File: src/rtl/sm_frame_accum.sv
// sm_frame_accum: frame accumulator for sign-magnitude samples.
// Each accepted sample is converted to two's complement and added into a
// widened accumulator. After LEN samples the block presents one saturated
// sign-magnitude result and holds it until the downstream handshake.
module sm_frame_accum #(
    parameter int DW  = 16,
    parameter int LEN = 8
) (
    input  logic          clk,
    input  logic          rst,
    input  logic          clr,
    input  logic          in_valid,
    output logic          in_ready,
    input  logic [DW-1:0] in_data,
    input  logic          in_sub,
    output logic          out_valid,
    input  logic          out_ready,
    output logic [DW-1:0] out_data,
    output logic          out_sat
);

    // Guard bits let LEN full-scale samples sum without wrapping.
    localparam int AW = DW + $clog2(LEN);
    localparam int CW = $clog2(LEN + 1);

    localparam logic [AW-1:0] MAX_MAG  = {{(AW - DW + 1){1'b0}}, {(DW - 1){1'b1}}};
    localparam logic [CW-1:0] LAST_CNT = CW'(LEN - 1);

    typedef enum logic {
        ST_ACC  = 1'b0,
        ST_HOLD = 1'b1
    } state_t;

    state_t        r_state;
    state_t        w_nextState;
    logic [AW-1:0] r_acc;
    logic [CW-1:0] r_cnt;
    logic [DW-1:0] r_outData;
    logic          r_outSat;

    logic          w_accept;
    logic          w_last;
    logic          w_neg;
    logic [AW-1:0] w_mag;
    logic [AW-1:0] w_sample;
    logic [AW-1:0] w_accNext;
    logic [AW-1:0] w_accAbs;
    logic          w_clip;
    logic [DW-2:0] w_resultMag;

    // Negative zero becomes plain zero because negating zero yields zero.
    assign w_mag     = {{(AW - DW + 1){1'b0}}, in_data[DW-2:0]};
    assign w_neg     = in_data[DW-1] ^ in_sub;
    assign w_sample  = w_neg ? (~w_mag + 1'b1) : w_mag;
    assign w_accNext = r_acc + w_sample;

    // The frame result is taken from the sum that includes the final sample.
    // A zero sum has a clear sign bit, so negative zero is never emitted.
    assign w_accAbs    = w_accNext[AW-1] ? (~w_accNext + 1'b1) : w_accNext;
    assign w_clip      = (w_accAbs > MAX_MAG);
    assign w_resultMag = w_clip ? MAX_MAG[DW-2:0] : w_accAbs[DW-2:0];

    // clr drops any sample offered in the same cycle.
    assign w_accept = (r_state == ST_ACC) && in_valid && !clr;
    assign w_last   = w_accept && (r_cnt == LAST_CNT);

    assign in_ready  = (r_state == ST_ACC);
    assign out_valid = (r_state == ST_HOLD);
    assign out_data  = r_outData;
    assign out_sat   = r_outSat;

    // State register.
    always_ff @(posedge clk or posedge rst) begin
        if (rst) begin
            r_state <= ST_ACC;
        end else begin
            r_state <= w_nextState;
        end
    end

    // Next-state logic: collect LEN samples, then hold until taken; clr aborts.
    always_comb begin
        w_nextState = r_state;
        case (r_state)
            ST_ACC: begin
                if (w_last) begin
                    w_nextState = ST_HOLD;
                end
            end
            ST_HOLD: begin
                if (out_ready) begin
                    w_nextState = ST_ACC;
                end
            end
            default: w_nextState = ST_ACC;
        endcase
        if (clr) begin
            w_nextState = ST_ACC;
        end
    end

    // Accumulator, sample counter and registered frame result.
    always_ff @(posedge clk or posedge rst) begin
        if (rst) begin
            r_acc     <= '0;
            r_cnt     <= '0;
            r_outData <= '0;
            r_outSat  <= 1'b0;
        end else if (clr) begin
            r_acc    <= '0;
            r_cnt    <= '0;
            r_outSat <= 1'b0;
        end else if (w_accept) begin
            r_acc <= w_accNext;
            r_cnt <= r_cnt + CW'(1);
            if (w_last) begin
                r_outData <= {w_accNext[AW-1], w_resultMag};
                r_outSat  <= w_clip;
            end
        end else if ((r_state == ST_HOLD) && out_ready) begin
            r_acc <= '0;
            r_cnt <= '0;
        end
    end

endmodule

File: config.mk
export PLATFORM = sky130hd
export DESIGN_NAME = sm_frame_accum
export DESIGN_NICKNAME = d
export VERILOG_FILES = /design/src/rtl/sm_frame_accum.sv
export SDC_FILE = /design/constraint.sdc
export NUM_CORES = 1
export LEC_CHECK = 0
export BUFFER_PORTS_ARGS = -buffer_cell sky130_fd_sc_hd__buf_2
export CAP_MARGIN = 10
export CORE_ASPECT_RATIO = 2
export CORE_UTILIZATION = 59
export DETAILED_ROUTE_END_ITERATION = 10
export GPL_TIMING_DRIVEN = 0
export HOLD_SLACK_MARGIN = 0.05
export PLACE_DENSITY = 0.85
export SKIP_CTS_REPAIR_TIMING = 1
export SLEW_MARGIN = 20
export SYNTH_ARGS = -nofsm -noshare
export SYNTH_HDL_FRONTEND = slang
export SYNTH_SLANG_ARGS = --single-unit
File: constraint.sdc
create_clock -name clk -period 4.96 [get_ports clk]
set_clock_uncertainty 0.2 [all_clocks]
set_input_delay 0.248 -clock clk [delete_from_list [all_inputs] [get_ports clk]]
set_output_delay 0.248 -clock clk [all_outputs]
set_load 0.02 [all_outputs]
### Word level (Yosys, flattened, before mapping)

Index checks and enable logic that the tools add are counted.

* register bits after elaboration: 41
* latch bits: 0
* bits in writable memories: 0
* ROM bits: 0
* input bits: 22
* output and inout bits: 19
* word-level logic and storage cells: 42
* memories: 0

* add/subtract/negate cells: 4
* multiply operators: 0
* divide/modulo/power cells: 0
* magnitude comparators: 1
* equality and inequality tests: 1
* shifts and indexed selects: 0
* mux-type cells: 16
* bitwise logic cells: 5
* reductions and logical operators: 10

Operator list (count)
* $mux W19: 5
* $add A19 B1 Y19 const B: 2
* $add A19 B19 Y19: 1
* $gt A19 B15 Y1 const B: 1
* $not A15 Y19: 1
* $not A19 Y19: 1
* $mux W15: 1
* $mux W4: 3
* $mux W1: 6
* $add A4 B1 Y4 const B: 1
* $eq A4 B3 Y1 const B: 1
* $logic_and A1 B1 Y1: 4
* $reduce_bool A2 Y1: 2
* $reduce_and A3 Y1: 1
* $reduce_bool A3 Y1: 1
* $not A1 Y1: 2
* $pmux W1 S2: 1
* $reduce_and A2 Y1: 1
* $logic_not A1 Y1: 1
* $xor A1 B1 Y1: 1

### Longest topological paths before layout

* depth after elaboration: 11
* depth in mapped cells: 19
* depth with buffers taken out: 17

### Worst setup path after synthesis

Ideal clock, no wire load.

* kind: input to register
* start: in in_data[2]
* end: reg r_outSat, in the netlist out_sat
* setup time: 0.133 ns
* arrival: 4.089 ns
* required time: 4.627 ns
* slack: 0.537 ns
* stages: 16
* buffers on the path: 1
* path through: or4_1 or3b_2 nand2_1 xnor2_1 ha_1 a21oi_1 nand2b_1 nor4b_1 o21bai_1 xor2_1 nor4_1 o211a_1 nor2_1 nor4_4 buf_6 a21oi_1

* word-level cells in the longest chain between the ends: 11

RTL lines
* from (decl): RTL line 14 `input logic [DW-1:0] in_data,`
* $not A15 Y19: RTL line 54 `assign w_sample = w_neg ? (~w_mag + 1'b1) : w_mag;`
* $add A19 B1 Y19: RTL line 54
* $mux W19 *: RTL line 54
* $add A19 B19 Y19 *: RTL line 55 `assign w_accNext = r_acc + w_sample;`
* $not A19 Y19: RTL line 59 `assign w_accAbs = w_accNext[AW-1] ? (~w_accNext + 1'b1) : w_accNext;`
* $add A19 B1 Y19: RTL line 59
* $mux W19 *: RTL line 59
* $gt A19 B15 Y1 *: RTL line 60 `assign w_clip = (w_accAbs > MAX_MAG);`
* $mux W1 *: RTL line 116 `if (w_last) begin`
* $mux W1 *: RTL line 113 `end else if (w_accept) begin`
* $mux W1 *: RTL line 109 `end else if (clr) begin`
* to (signal assigned): RTL line 118 `r_outSat <= w_clip;`
* to (decl): RTL line 39 `logic r_outSat;`

Every way passes the cells marked *; elsewhere a longest branch is shown, timed or not. The select of a mux whose other input is x is not followed.
A chain may end at the register's enable or synchronous reset.

### Worst setup path in the final report

Same ends and word-level chain as after synthesis.

==> results.md <==
* Final period utilization at 94.8%
* Clock slew at reported path FFs at 0.06 ns
* Crit-path cells: buf_2 > or4_1 > or3b_2 > nand2_1 > xnor2_1 > ha_1 > a21oi_1 > nand2b_1 > nor4b_2 > o21ai_0 > a21oi_4 > a31oi_1 > xnor2_1 > nor4_4 > buf_4 > buf_6 > a21oi_1
* Crit path kind: in -> reg
* Die H at 111 um
* CP endpoint kind: flip-flop
* Synth-to-Final Area Change at 16.3%
* Worst path arrival time at 4.65 ns
* Setup violators final at 0
* Filler Cell Count at 461
* Post-route setup slack at 0.259 ns
* Fmax at 0.213 GHz
* Clock Tree Root: clkbuf_16
* FP Rows at 39
* CP max FO at 10
* Initial antenna violation count at 0
* Detailed Route Iter0 Violations at 102
* Largest net degree at the start of global routing at 35
* Grt total ovfl at 0
* H-tree Lvls at 2
* Crit-path slowest cell: or4_1
* Placement Setup Slack at -0.479 ns
* Multi-input logic area at 2370 um^2
* Via density at 6.26
* Slew margin rel. at 48.0%
* Nets at 519
* All-layer global routing usage at 29.7%
* Synthesis Warnings at 0
* Via count of the first global-routing pass at 3278
* P_leak at 1.81 nW
* Drt pass-1 iters at 4
* Min-delay src: out_ready
* Post-Route WL at 8630 um
* Dpl hpwl at 6760 um
* Post-synth EDFFs at 0
* Crit path launch type: input pin
* Synth async-reset ratio at 100%
* Worst r2r src: r_acc[0]
* Run status: complete, no violations
* Boundary Pins at 41
* Buf/Inv on CP at 3
* Sequential area share after synthesis at 29.5%
* Cts bufs inserted at 5
* First-pass GRT wire length at 14800 um
* Placed cell count at 522
* Layout cells sized above 1 at 18.6%
* CP Data Required Time at 4.91 ns
* Post-route ant nets at 0
* Sinks on the clock net at 41
* Critical path's top delay family: simple AND/OR/NAND/NOR gates
* Clk Latency, worst-skew pair at 0.29 ns
* CP startpoint: in_data[2]
* Register bit total from synthesis at 41
* CTS tree: yes
* FF+latch area at 1030 um^2
* Fin crit period at 4.70 ns
* Die X at 56.3 um
* Power per cell area at 442 nW/um^2
* Number of distinct library cells after synthesis at 62
* Remaining DRCs at 0
* Max incr delay on CP at 0.58 ns
* N_diodes at 0
* Synthesized net count at 466
* GP Congestion at 0.936
* Cells after synthesis at 420
* Slew @ Worst Pin at 0.776 ns
* Mapped cell area at 3470 um^2
* Ys flop type: dfrtp_1
* Core ar. at 5710 um^2
* CTS max path bufs at 2
* Die ar. at 6220 um^2
* DR WL/cell at 16.1 um
* Min Hold Slack at 0.0544 ns
* PortBufs at 40
* Post-route insts no fill at 535
* Mapped Avg Cell Area at 8.27 um^2
* Initial core utilization at 60.8%
* Routed via count at 3351
* Worst Hold Class: in -> reg
* RSZ-0062 raised after global routing: no
* Worst vdd ir at 0.424 mV
* Maxcap violations at 0
* Final hold violation count at 0
* Final Slew Violations at 0
[registers in the layout, indices dropped and copies added (netlist names)]
| register | count |
|---|---|
| r_acc | 19 |
| out_data | 16 |
| r_cnt | 4 |
| out_sat | 1 |
| out_valid | 1 |
[synth_stat cells (all sizes together) (2+ instances only)]
cell type	count	area [um^2]
a211o	2	17.5
nand2	44	165
a22o	10	87.6
a31oi	5	31.3
o2bb2ai	4	53.8
and4	2	17.5
xor2	19	166
o41ai	2	17.5
nor3b	3	27.5
o21ai	44	224
o31ai	6	45.0
o211ai	2	15.0
nand3	5	25.0
or3b	3	26.3
nor2b	2	12.5
dfrtp	41	1030
a211oi	3	22.5
inv	12	45.0
a21o	5	37.5
ha	23	288
nor3	5	30.0
or4	3	22.5
nand3b	2	15.0
xnor2	19	166
a21oi	45	263
o21a	3	22.5
clkbuf	10	38.8
buf	4	26.3
nor2	51	191
nand4	5	31.3
and2	4	25.0
o21bai	2	18.8
nor4	5	52.6
nand2b	8	50.1
[placed cells by master, fill, tap and decap left out, types with 3 or more instances in the layout]
| cell | synthesis | final |
|---|---|---|
| nor2_1 | 51 | 51 |
| nand2_1 | 44 | 44 |
| buf_2 | 3 | 43 |
| dfrtp_1 | 41 | 41 |
| o21ai_0 | 40 | 40 |
| a21oi_1 | 35 | 35 |
| ha_1 | 23 | 23 |
| xor2_1 | 19 | 19 |
| xnor2_1 | 19 | 18 |
| inv_1 | 12 | 11 |
| a22o_1 | 10 | 10 |
| clkbuf_1 | 9 | 9 |
| a21oi_2 | 10 | 9 |
| nand2b_1 | 8 | 8 |
| o31ai_1 | 6 | 6 |
| a21o_1 | 5 | 5 |
| nand4_1 | 5 | 5 |
| nand3_1 | 5 | 5 |
| a31oi_1 | 5 | 5 |
| clkbuf_16 | 0 | 5 |
| and2_1 | 4 | 4 |
| o2bb2ai_1 | 3 | 3 |
| o21ai_1 | 3 | 3 |
| or4_1 | 3 | 3 |
| nor3_1 | 4 | 3 |
| o21a_1 | 3 | 3 |
| or3b_2 | 3 | 3 |
| buf_4 | 0 | 3 |
[routing by layer]
metal  track usage [%]  part of all wire (%)
met1              31.5                    38
met4              15.8                   3.5
met5                 0                     0
met2              54.9                    55
met3              3.51                   3.0
[through the flow]
step	total power [mW]	util [%]	TNS, ns	instance area, um^2
after floorplan	1.14	-	0	3470
after CTS	1.76	69.4	-2.20	3960
final	1.79	70.8	0	4040
after detailed placement	1.32	66.0	-6.58	3770
after global routing	1.91	70.8	0	4040
after global placement	1.29	65.7	-5.04	3750
[final cells by class]
class	instances	share of cell area (%)
multi-input combinational	353	58.8
sequential	41	25.4
timing repair buffer	46	6.50
clock buffer	5	3.10
tap	61	1.89
clock inverter	3	1.61
buffer	14	1.61
inverter	12	1.11
[worst paths after layout]
check / to / slack (ns) / depth (start not counted)
min reg2reg: out_data[15] / 0.28 / 2
min in group asynchronous: out_data[14] / 0.21 / 3
max in group asynchronous: out_data[11] / 3.93 / 4
max: out_sat / 0.26 / 17
max reg2reg: out_sat / 0.90 / 15
min: out_valid / 0.05 / 3
[power by group]
group	switching [mW]	internal, mW	total (mW)
Sequential	0.0286	0.371	0.399
Clock	0.137	0.287	0.425
Combinational	0.604	0.358	0.962
[tightest hold or removal path, stage by stage]
cell and delay (ns):
buf_2 0.09, nand2b_1 0.09, a21oi_1 0.07
[cell families after synthesis]
logic type               Yosys count  synth area share [%]
AND/OR/NAND/NOR                  150                  21.8
AO/OA/AOI/OAI                    141                  27.0
flip-flops                        41                  29.5
XOR/XNOR                          38                  9.58
adder cells (fa/ha/maj)           24                  8.86
buffers and inverters             26                  3.17
Note: power is estimated with default switching activity, not from simulation.
